File: src/rtl/bias_bram_lane_ctrl.sv
// Bias buffer controller: preloads per-channel biases into a single-port BRAM and serves them
// LANES at a time to the PE array. Optional macro BIAS_ZERO_PAD_EN zero-fills lanes past the layer end.
`timescale 1ns/1ps
module bias_bram_lane_ctrl #(
    parameter int DATA_W = 32,
    parameter int ADDR_W = 9,
    parameter int LANES  = 4,
    parameter int RD_LAT = 2
) (
    input  logic                    clk,
    input  logic                    rst_n,
    input  logic [11:0]             cfg_ch_size,
    input  logic                    load_start,
    input  logic                    group_start,
    input  logic                    layer_finish,
    input  logic                    s_valid,
    input  logic [DATA_W-1:0]       s_data,
    output logic                    s_ready,
    output logic                    bram_en,
    output logic                    bram_we,
    output logic [ADDR_W-1:0]       bram_addr,
    output logic [DATA_W-1:0]       bram_wdata,
    input  logic [DATA_W-1:0]       bram_rdata,
    output logic [LANES*DATA_W-1:0] bias_out,
    output logic                    bias_valid,
    output logic                    load_done,
    output logic [2:0]              state_o
);

    localparam int DEPTH = 2 ** ADDR_W;
    localparam int CNT_W = ADDR_W + 1;
    localparam int IDX_W = (LANES > 1) ? $clog2(LANES) : 1;

    typedef enum logic [2:0] {
        S_IDLE  = 3'd0,
        S_LOAD  = 3'd1,
        S_ISSUE = 3'd2,
        S_DRAIN = 3'd3,
        S_HOLD  = 3'd4
    } state_t;

    state_t             state_q, state_d;
    logic [CNT_W-1:0]   n_q, n_eff;
    logic [31:0]        cfg_ext;
    logic [ADDR_W-1:0]  wr_cnt, rd_ptr, rd_ptr_adv;
    logic [IDX_W-1:0]   iss_idx;
    logic [LANES*DATA_W-1:0] bias_q;

    // Read-tag pipeline: valid bits are reset, the payload rides along unqualified.
    logic               tag_v   [RD_LAT];
    logic [IDX_W-1:0]   tag_idx [RD_LAT];
    logic               tag_z   [RD_LAT];

    logic s_fire, last_wr, last_iss, last_tag, flush, iss_pad;

    // Layer size is clamped to the BRAM depth.
    assign cfg_ext = 32'(cfg_ch_size);
    assign n_eff   = (cfg_ext > 32'(DEPTH)) ? CNT_W'(DEPTH) : CNT_W'(cfg_ext);

    assign s_fire   = (state_q == S_LOAD) && s_valid;
    assign last_wr  = s_fire && (wr_cnt == ADDR_W'(n_q - CNT_W'(1)));
    assign last_iss = (state_q == S_ISSUE) && (iss_idx == IDX_W'(LANES - 1));
    assign last_tag = tag_v[RD_LAT-1] && (tag_idx[RD_LAT-1] == IDX_W'(LANES - 1));
    assign flush    = layer_finish &&
                      (state_q == S_ISSUE || state_q == S_DRAIN || state_q == S_HOLD);

    assign rd_ptr_adv = ((32'(rd_ptr) + 32'(LANES)) >= 32'(n_q)) ? '0
                                                                   : rd_ptr + ADDR_W'(LANES);

`ifdef BIAS_ZERO_PAD_EN
    assign iss_pad = (32'(rd_ptr) + 32'(iss_idx)) >= 32'(n_q);
`else
    assign iss_pad = 1'b0;
`endif

    always_ff @(posedge clk or negedge rst_n) begin
        // NOTE: non-blocking assignments so every flop samples pre-edge values regardless of block order.
        if (!rst_n) state_q <= S_IDLE;
        else        state_q <= state_d;
    end

    always_comb begin
        // NOTE: every output gets a default first, so no path leaves one unassigned and no latch is inferred.
        state_d    = state_q;
        s_ready    = 1'b0;
        bram_en    = 1'b0;
        bram_we    = 1'b0;
        bram_addr  = '0;
        bram_wdata = '0;
        case (state_q)
            S_IDLE: begin
                if (load_start && n_eff != '0) state_d = S_LOAD;
                else if (group_start)          state_d = S_ISSUE;
            end
            S_LOAD: begin
                s_ready    = 1'b1;
                bram_en    = s_valid;
                bram_we    = s_valid;
                bram_addr  = wr_cnt;
                bram_wdata = s_data;
                if (last_wr) state_d = S_IDLE;
            end
            S_ISSUE: begin
                bram_en   = !iss_pad;
                bram_addr = rd_ptr + ADDR_W'(iss_idx);
                if (flush)         state_d = S_IDLE;
                else if (last_iss) state_d = S_DRAIN;
            end
            S_DRAIN: begin
                if (flush)         state_d = S_IDLE;
                else if (last_tag) state_d = S_HOLD;
            end
            S_HOLD: begin
                if (flush)            state_d = S_IDLE;
                else if (group_start) state_d = S_ISSUE;
            end
            default: state_d = S_IDLE;
        endcase
    end

    always_ff @(posedge clk or negedge rst_n) begin
        if (!rst_n) begin
            n_q       <= '0;
            wr_cnt    <= '0;
            rd_ptr    <= '0;
            iss_idx   <= '0;
            load_done <= 1'b0;
        end else begin
            load_done <= last_wr;
            if (state_q == S_IDLE && state_d != S_IDLE) n_q <= n_eff;

            if (state_q == S_IDLE && state_d == S_LOAD) wr_cnt <= '0;
            else if (s_fire)                            wr_cnt <= wr_cnt + 1'b1;

            // A fresh load or an aborted layer both restart at channel 0.
            if (flush || (state_q == S_IDLE && state_d == S_LOAD)) rd_ptr <= '0;
            else if (last_iss)                                     rd_ptr <= rd_ptr_adv;

            if (state_q == S_ISSUE && state_d == S_ISSUE) iss_idx <= iss_idx + 1'b1;
            else                                         iss_idx <= '0;
        end
    end

    always_ff @(posedge clk or negedge rst_n) begin
        if (!rst_n) begin
            for (int s = 0; s < RD_LAT; s++) tag_v[s] <= 1'b0;
        end else if (flush) begin
            for (int s = 0; s < RD_LAT; s++) tag_v[s] <= 1'b0;
        end else begin
            tag_v[0] <= (state_q == S_ISSUE);
            for (int s = 1; s < RD_LAT; s++) tag_v[s] <= tag_v[s-1];
        end
    end

    // NOTE: tag payload needs no reset; it is only ever consumed alongside a reset-cleared tag_v.
    always_ff @(posedge clk) begin
        tag_idx[0] <= iss_idx;
        tag_z[0]   <= iss_pad;
        for (int s = 1; s < RD_LAT; s++) begin
            tag_idx[s] <= tag_idx[s-1];
            tag_z[s]   <= tag_z[s-1];
        end
    end

    always_ff @(posedge clk or negedge rst_n) begin
        if (!rst_n) begin
            bias_q <= '0;
        end else if (tag_v[RD_LAT-1] && !flush) begin
            bias_q[32'(tag_idx[RD_LAT-1]) * DATA_W +: DATA_W] <=
                tag_z[RD_LAT-1] ? '0 : bram_rdata;
        end
    end

    assign bias_out   = bias_q;
    assign bias_valid = (state_q == S_HOLD);
    assign state_o    = state_q;

endmodule

File: config.mk
export PLATFORM = sky130hd
export DESIGN_NAME = bias_bram_lane_ctrl
export DESIGN_NICKNAME = d
export VERILOG_FILES = /design/src/rtl/bias_bram_lane_ctrl.sv
export SDC_FILE = /design/constraint.sdc
export NUM_CORES = 1
export LEC_CHECK = 0
export CAP_MARGIN = 20
export CELL_PAD_IN_SITES_DETAIL_PLACEMENT = 1
export CELL_PAD_IN_SITES_GLOBAL_PLACEMENT = 2
export CORE_ASPECT_RATIO = 1.2
export CORE_MARGIN = 2
export CORE_UTILIZATION = 26
export CTS_CLUSTER_SIZE = 8
export DETAILED_ROUTE_END_ITERATION = 8
export GPL_ROUTABILITY_DRIVEN = 0
export GPL_TIMING_DRIVEN = 0
export PLACE_DENSITY = 0.75
export SLEW_MARGIN = 20
export SYNTH_ARGS = -nofsm -noshare
export SYNTH_HDL_FRONTEND = slang
export SYNTH_SLANG_ARGS = --single-unit
File: constraint.sdc
create_clock -name clk -period 2.8 [get_ports clk]
set_input_delay 0.42 -clock clk [delete_from_list [all_inputs] [get_ports clk]]
set_output_delay 0.42 -clock clk [all_outputs]
set_load 0.01 [all_outputs]
======== Yosys cells after proc, flatten, opt, wreduce, memory -nomap -nowiden ========
Memory sizes are Yosys's and may differ from the RTL's.
Index checks and enable logic that the tools add are counted.
storage, ports and cells
  register bits after elaboration ......... 164
  RAM bits ................................ 6
  bits of input ports ..................... 82
  output and inout port bits .............. 177
  memories ................................ 2
operators by class
  add/subtract/negate cells ............... 7
  magnitude comparators ................... 2
  equality and inequality tests ........... 9
  shift-type cells ........................ 2
  mux-type cells .......................... 24
  reduce and logical (&&, ||, !) cells .... 19
memory list
  memory   depth  bits a word  read ports  clocked after memory_dff  write ports  line  source
  tag_idx  2      2            2           0                         2            51    logic [IDX_W-1:0] tag_idx [RD_LAT];
  tag_z    2      1            2           0                         2            52    logic tag_z [RD_LAT];
operators by type and width
  cell                                                      number
  bitwise mux 128 bit                                       1
  variable shift 32 x 34 -> 128 bit (first input constant)  1
  indexed part select 32 x 34 -> 128 bit                    1
  two-way mux 32 bit                                        2
  two-way mux 9 bit                                         5
  negation 7 -> 34 bit                                      1
  two-way mux 3 bit                                         8
  one-hot mux 9 bit (2 select lines)                        1
  one-hot mux 3 bit (5 select lines)                        1
  > comparator 12 x 10 -> 1 bit (second input constant)     1
  adder 9 x 3 -> 10 bit (second input constant)             1
  >= comparator 10 bit                                      1
  logical AND 1 bit                                         10
  two-way mux 10 bit                                        1
  nonzero test 10 bit                                       1
  adder 9 x 1 -> 9 bit (second input constant)              1
  adder 9 x 2 -> 9 bit                                      1
  adder 9 x 3 -> 9 bit (second input constant)              1
  equality test 3 x 2 -> 1 bit (second input constant)      3
  equality test 9 bit                                       1
  subtractor 9 x 1 -> 9 bit (second input constant)         1
  equality test 3 x 1 -> 1 bit (second input constant)      2
  equality test 2 bit (second input constant)               2
  two-way mux 2 bit                                         2
  other kinds (9)                                           13

======== Longest topological paths before layout ========
Gate-level depths: netlist of the first run.
  depth in word-level cells ............... 10
  gate-level depth with buffers ........... 12
  mapped depth without buffers ............ 11

======== Worst setup path before layout of the first run ========
Ideal clock, no wire load.
  path type ............................... flip-flop to flip-flop
  from .................................... reg n_q[0]
  to ...................................... reg state_q[0], in the netlist state_o[0]
  library setup time ...................... 0.126 ns
  arrival time ............................ 2.183 ns
  setup slack ............................. 0.492 ns
  cell stages (with the launch flop) ...... 11
  buffers on the path ..................... 2
  period minus slack after synthesis ...... 2.308 ns
  cells stage by stage .................... dfrtp_1 clkbuf_1 inv_1 ha_1 clkbuf_1 nand2b_1 or4_1 a211oi_1 a211oi_1 nor4_2 o21ai_1
on the way
  word-level cells in the longest chain between the ends .. 5
ends and longest elaborated chain
  item                                line  source
  start: declaration                  43    logic [CNT_W-1:0] n_q, n_eff;
  start signal: assignment            130   if (state_q == S_IDLE && state_d != S_IDLE) n_q <= n_eff;
  subtractor 9 x 1 -> 9 bit           61    assign last_wr = s_fire && (wr_cnt == ADDR_W'(n_q - CNT_W'(1)));
  equality test 9 bit                 61
  logical AND 1 bit                   61
  net last_wr                         54    logic s_fire, last_wr, last_iss, last_tag, flush, iss_pad;
  two-way mux 3 bit                   101   if (last_wr) state_d = S_IDLE;
  one-hot mux 3 bit (5 select lines)  90    case (state_q)
  net state_d[0]                      42    state_t state_q, state_d;
  end signal: assignment              79    else state_q <= state_d;
  end: declaration                    42
The timed path passes the listed nets, and every way through them passes these cells.
A chain may end at the register's enable or synchronous reset.

======== Worst setup path in the final report of the first run ========
  from .................................... reg state_q[0], in the netlist state_o[0]
  to ...................................... out bram_en
on the way
  word-level cells in the longest chain between the ends .. 2
  elaborated cells between the ends (all ways) .. 3
ends and longest elaborated chain
  item                                                                          line  source
  equality test 3 x 2 -> 1 bit or equality test 3 x 1 -> 1 bit (tied branches)  90
  one-hot mux 1 bit (2 select lines) *                                          90
  end: declaration                                                              19    output logic bram_en,
Every way passes the cells marked *; elsewhere a longest branch is shown, timed or not.

==> results.py, run 1 <==
metrics = {
    "cts": {
        "clockBufferDepth": 2,
        "cts_made_buffers": 17,
        "cts_tree": "done",
        "clock_tree.root_cell": "clkbuf_16",
        "clk_pin_slew_ns": 0.06,
        "clk_latency_ns": 0.44,
        "clock_sinks": 166,
        "htree_levels": 4,
    },
    "worst_setup_path": {
        "crit_path_start_kind": "flip-flop",
        "critPathArrivalTime_ns": 2.26,
        "reg2reg_depth": 11,
        "critPathTopFamily": "buffers and inverters",
        "r2r_slack_ns": 0.20,
        "path_class": "flip-flop to primary output",
        "crit_path_start": "state_o[0]",
        "critical_path.max_fanout": 7,
        "crit_path_cell_trace": "nor3b_4, buf_12, and2_1, buf_2, or2_2, clkdlybuf4s50_1",
        "crit_cells": 6,
        "cp-endpoint": "bram_en",
        "r2r-end": "rd_ptr[4]",
        "cp_slowest_cell": "clkdlybuf4s50_1",
        "r2r-start": "rd_ptr[2]",
        "required_ns": 2.38,
        "cpPeakStageDelay_ns": 0.49,
        "crit_buf_inv": 3,
        "crit_path_end_kind": "primary output",
    },
    "placed_design": {
        "io_buffers": 258,
        "dpl_worst_slack_ns": -0.0388,
        "place_area_sq_um": 10700,
        "dpl.hpwl_mm": 19.8,
    },
    "synthesis": {
        "synth-edff-count": 0,
        "yosysSeqAreaShare_pct": 54.4,
        "ys.flop_type": "dfrtp_1",
        "synth_seq_cells": 166,
        "syn-cell-area_sq_um": 7600,
        "syn_nets": 949,
        "syn_inst": 850,
        "synth-async-reset-ratio_pct": 97.6,
        "syn_avg_cell_area_sq_um": 8.94,
        "synth.distinct_cells": 52,
        "ys_warn_count": 0,
    },
    "grt": {
        "grt-ovfl-total": 0,
        "grt_pass1_wl_mm": 42.3,
        "grt_max_degree": 58,
        "grt_use_total_pct": 17.8,
        "grt_pass1_vias": 7419,
        "antenna_found_initial": 0,
    },
    "power": {
        "leakage_nw": 4.77,
        "clkPwrFrac_pct": 30.0,
        "p_sw_share_pct": 31.8,
        "switchingPower_mw": 2.52,
        "seqPwrFrac_pct": 36.9,
        "p_int_mw": 5.42,
        "ir_drop_mv": 0.324,
        "power_density_nw_per_um2": 697,
        "pwr-share-comb_pct": 33.1,
        "p_total_mw": 7.94,
    },
    "floorplan": {
        "num_rows": 68,
        "die_h_um": 191,
        "start_util_pct": 26.4,
        "io_pins": 259,
        "design.die.area_sq_um": 30600,
        "fp.dieW_um": 160,
        "coreArea_sq_um": 28800,
    },
    "flow_run": {
        "cap_violations": 0,
    },
    "sta": {
        "holdWs_ns": 0.333,
        "worst_pin_slew_ns": 0.897,
        "worst_clock_skew_ns": 0.0108,
        "hold_violations": 0,
        "max_freq_mhz": 374,
        "fin_crit_sh_pct": 95.6,
        "rsz0062_at_grt": "no",
        "final-max-slew-violation-count": 0,
        "setup_viol": 0,
        "slew_headroom_pct": 40.1,
        "fin_ws_ns": 0.123,
        "fin_crit_ns": 2.68,
    },
    "status": {
        "status": "complete, no violations",
    },
    "drt": {
        "drc": 0,
        "first_pass_iters": 4,
        "drt_iter0_markers": 322,
        "wire_per_inst_um": 17.4,
        "drtAntennaViolNets": 0,
        "vias": 7008,
        "routed_wl_mm": 26.6,
        "vias_per_cell": 4.58,
    },
    "layout": {
        "synthToLayoutAreaGrowth_pct": 49.9,
        "final_cell_area_sq_um": 11400,
        "diodes": 0,
        "final_util_pct": 39.6,
        "drive_gt1_share_pct": 5.07,
        "fin_nets": 1231,
    },
    "min_path": {
        "hp-class": "flip-flop to flip-flop",
    },
}
==> power groups by stage <==
stage               Clock [mW]  Combinational [mW]  Sequential (mW)
floorplan                    0                1.10             3.03
global placement             0                2.53             2.96
detailed placement           0                2.57             2.97
CTS                       2.45                2.66             2.92
global route              2.54                2.90             2.97
finish                    2.38                2.63             2.93
==> repair_timing <==
| action | in CTS | in global routing |
|---|---|---|
| cloned | 0 | 0 |
| setup buffers | 2 | 3 |
| gates resized for setup | 5 | 12 |
| pin swaps | 0 | 1 |
| setup endpoints to repair | 44 | 38 |
| hold buffers | 1 | 0 |
| endpoints found under the hold margin | 54 | 0 |
==> cells in the final DEF, fill, tap and decap left out, types with 4 or more instances in the layout <==
cell and count:
nand2_1 278, nand3_1 13, dfrtp_1 159, o21ai_0 132, clkbuf_16 17, nand2b_1 8, clkbuf_1 45, inv_6 4
nor2_1 18, a22o_1 17, inv_1 17, and3_1 9, xor2_1 12, ha_1 16, buf_4 4, dfxtp_1 4
nor3b_1 5, nor3_1 8, and2_1 35, a21oi_1 5, xnor2_1 10, clkdlybuf4s50_1 257
==> through the flow <==
stage	setup TNS (ns)	std cells
after floorplan	0	850
after detailed placement	-0.0737	1495
final	0	1530
after global placement	-963.43	1493
after CTS	0	1530
after global routing	0	1530
==> cells in the mapped netlist (2+ instances only) <==
cell | count | area [sq um]
nand2_1 | 278 | 1040
dfrtp_1 | 162 | 4050
o21ai_0 | 132 | 661
clkbuf_1 | 52 | 195
and2_1 | 35 | 219
nor2_1 | 18 | 67.6
a22o_1 | 17 | 149
ha_1 | 17 | 213
inv_1 | 17 | 63.8
nand3_1 | 13 | 65.1
xor2_1 | 12 | 105
xnor2_1 | 10 | 87.6
and3_1 | 9 | 56.3
nand2b_1 | 8 | 50.1
nor3_1 | 8 | 40.0
nor3b_1 | 6 | 45.0
a21oi_1 | 5 | 25.0
dfxtp_1 | 4 | 80.1
a211oi_1 | 3 | 22.5
nand4_1 | 3 | 18.8
nor4_1 | 3 | 18.8
a21o_1 | 2 | 15.0
a41oi_1 | 2 | 17.5
mux2i_1 | 2 | 20.0
o211ai_1 | 2 | 15.0
o21a_1 | 2 | 15.0
or3_1 | 2 | 12.5
or4_1 | 2 | 15.0
==> registers in the layout, summed over array words and instances, names as in the netlist <==
register / cells
state_o: 3
wr_cnt: 9
bias_out: 128
tag_v: 2
n_q: 10
rd_ptr: 7
load_done: 1
iss_idx: 2
tag_idx: 4
==> how the worst min path moves through the flow <==
stage | start | end | slack (ns) | depth (start not counted)
finish | tag_idx[0][0] | tag_idx[0][2] | 0.33 | 0
CTS | tag_idx[0][1] | tag_idx[0][3] | 0.34 | 0
floorplan | rst_n | bias_out[0] | 0.12 | 0
global placement | tag_idx[0][1] | tag_idx[0][3] | 0.31 | 0
global route | tag_idx[0][1] | tag_idx[0][3] | 0.34 | 0
detailed placement | tag_idx[0][1] | tag_idx[0][3] | 0.32 | 0
==> cells by family after synthesis <==
kind of cell,after synthesis,synth area share [%]
mux,2,0.264
compound gates,180,13.7
flops,166,54.4
simple gates,393,22.8
fa+ha+maj,17,2.80
buf+inv,70,3.47
xor+xnor,22,2.54
==> per-layer routing <==
| metal | vias to the layer above | routed length [um] | track usage [%] |
|---|---|---|---|
| met5 | - | 0 | 0 |
| met4 | 0 | 318 | 4.50 |
| met3 | 20 | 1480 | 4.25 |
| met2 | 205 | 13400 | 31.6 |
| met1 | 3406 | 11500 | 21.7 |
| li1 | 3377 | - | - |
==> worst register-to-register path, cell delays in order, from the launching register on <==
cell       delay (ns)
dfrtp_1          0.50
ha_2             0.29
nand3_1          0.11
xnor2_1          0.23
ha_1             0.28
o21a_1           0.11
o21a_1           0.17
o2111ai_1        0.25
nand4_1          0.13
buf_4            0.18
nor3b_1          0.19
a21o_1           0.10
==> cell type report <==
type	count	area [sq um]
multi-input cells	614	3210
inverters	17	63.8
clock inverters	13	146
flip-flops and latches	166	4140
well taps	385	482
clock buffers	19	443
repair buffers	266	2700
fillers	3372	17400
plain buffers	50	200
(Power assumes the default switching activity.)
==> run 2, diff against run 1 <==
--- a/config.mk
+++ b/config.mk
@@ -16,7 +16,6 @@
 export GPL_ROUTABILITY_DRIVEN = 0
 export GPL_TIMING_DRIVEN = 0
 export PLACE_DENSITY = 0.75
-export SLEW_MARGIN = 20
 export SYNTH_ARGS = -nofsm -noshare
 export SYNTH_HDL_FRONTEND = slang
 export SYNTH_SLANG_ARGS = --single-unit
==> results.py, run 2 (synthesis gave the netlist of run 1 again) <==
metrics = {
    "drt": {
        "first_pass_iters": 4,
        "vias": 6954,
        "routed_wl_mm": 26.6,
        "drtAntennaViolNets": 0,
        "wire_per_inst_um": 17.4,
        "vias_per_cell": 4.55,
        "drt_iter0_markers": 254,
        "drc": 0,
    },
    "worst_setup_path": {
        "cpPeakStageDelay_ns": 0.57,
        "r2r-start": "n_q[1]",
        "crit_path_start": "state_o[1]",
        "r2r-end": "state_o[0]",
        "crit_path_cell_trace": "nor3b_4, buf_12, clkbuf_4, a22o_1, clkdlybuf4s50_1",
        "critPathArrivalTime_ns": 2.28,
        "crit_path_start_kind": "flip-flop",
        "required_ns": 2.38,
        "cp_slowest_cell": "clkdlybuf4s50_1",
        "cp-endpoint": "bram_addr[7]",
        "r2r_slack_ns": 0.25,
        "reg2reg_depth": 10,
        "path_class": "flip-flop to primary output",
        "critical_path.max_fanout": 10,
        "crit_path_end_kind": "primary output",
    },
    "cts": {
        "clk_latency_ns": 0.44,
        "cts_tree": "done",
        "clk_pin_slew_ns": 0.06,
        "clockBufferDepth": 2,
        "htree_levels": 4,
        "clock_tree.root_cell": "clkbuf_16",
        "cts_made_buffers": 17,
        "clock_sinks": 166,
    },
    "placed_design": {
        "dp_cells": 1494,
        "dpl.hpwl_mm": 19.8,
        "io_buffers": 258,
    },
    "sta": {
        "worst_pin_slew_ns": 0.897,
        "tns_ns": 0,
        "fin_crit_ns": 2.70,
        "final-max-slew-violation-count": 0,
        "rsz0062_at_grt": "no",
        "max_freq_mhz": 371,
        "slew_headroom_pct": 40.1,
        "setup_viol": 0,
        "worst_clock_skew_ns": 0.0103,
        "fin_crit_sh_pct": 96.4,
        "holdWs_ns": 0.332,
        "hold_violations": 0,
    },
    "grt": {
        "grt_pass1_wl_mm": 42.3,
        "grt_use_total_pct": 17.9,
        "grt-ovfl-total": 0,
        "grt_pass1_vias": 7391,
        "grt_max_degree": 96,
        "antenna_found_initial": 0,
    },
    "flow_run": {
        "cap_violations": 0,
    },
    "layout": {
        "largest_reg_flops": 128,
        "final_common_cell": "nand2_1",
        "layoutNonFillerInstCount": 1529,
        "diodes": 0,
        "layout_common_cells": "nand2_1 (278), clkdlybuf4s50_1 (257), dfrtp_1 (158)",
        "drive_gt1_share_pct": 4.72,
        "fin_nets": 1231,
        "synthToLayoutAreaGrowth_pct": 49.5,
    },
    "power": {
        "ir_drop_mv": 0.280,
        "leakage_nw": 4.76,
        "power_density_nw_per_um2": 700,
    },
    "floorplan": {
        "num_rows": 68,
        "design.die.area_sq_um": 30600,
        "start_util_pct": 26.4,
        "coreArea_sq_um": 28800,
        "fp.dieW_um": 160,
        "io_pins": 259,
        "die_h_um": 191,
    },
    "status": {
        "status": "complete, no violations",
    },
    "min_path": {
        "hp-class": "flip-flop to flip-flop",
    },
}
run 2: critical path: cells and delay by family, from the launching register on:
kind                   cells  cell delay (ns)
buffers and inverters      3             0.92
AOI/OAI and AO/OA          1             0.20
DFF                        1             0.47
and+or+nand+nor            1             0.26
run 2: layout make-up:
| cell class | count | area [sq um] |
|---|---|---|
| clock inverter | 12 | 155 |
| sequential | 166 | 4140 |
| timing repair buffer | 264 | 2670 |
| clock buffer | 19 | 433 |
| multi-input combinational | 614 | 3210 |
| tap | 385 | 482 |
| inverter | 17 | 63.8 |
| fill | 3385 | 17400 |
| buffer | 52 | 209 |
run 2: through the flow:
| step | util (%) | total power [mW] | setup WS (ns) | area (sq um) |
|---|---|---|---|---|
| after floorplan | - | 4.12 | 0.492 | 7600 |
| after global placement | 37.1 | 5.49 | -5.97 | 10700 |
| after detailed placement | 37.2 | 5.53 | -0.0372 | 10700 |
| after CTS | 39.4 | 8.06 | 0.00249 | 11300 |
| after global routing | 39.5 | 8.44 | 0.00977 | 11400 |
| final | 39.5 | 7.95 | 0.102 | 11400 |
run 2: layer usage:
layer	vias to the layer above	share of wire, %	global-route usage, %
met5	-	0	0
met4	0	0.85	4.68
met3	12	5.3	4.21
met2	193	50	31.7
met1	3377	44	21.9
li1	3372	-	-
run 2: worst min path at each step:
stage                        startpoint             to  slack, ns  depth (start not counted)
after floorplan                   rst_n    bias_out[0]       0.12                          0
after global placement    tag_idx[0][1]  tag_idx[0][3]       0.31                          0
after detailed placement  tag_idx[0][1]  tag_idx[0][3]       0.32                          0
after CTS                 tag_idx[0][1]  tag_idx[0][3]       0.33                          0
after global routing      tag_idx[0][0]  tag_idx[0][2]       0.34                          0
final                     tag_idx[0][0]  tag_idx[0][2]       0.33                          0
run 2: where the power goes:
part | leakage [nW] | total, mW | internal [mW] | switching, mW
logic | 2.24 | 2.63 | 1.36 | 1.27
clock network | 0.283 | 2.41 | 1.40 | 1.01
registers | 2.24 | 2.92 | 2.70 | 0.222
total | 4.76 | 7.95 | 5.45 | 2.50
run 2: what timing repair did:
| action | 4_1_cts | 5_1_grt |
|---|---|---|
| pin swaps | 0 | 1 |
| gates resized for setup | 7 | 9 |
| hold buffers | 1 | 0 |
| setup buffers | 2 | 2 |
| hold endpoints to repair | 67 | 0 |
| cloned | 0 | 0 |
| endpoints found under the setup margin | 44 | 20 |
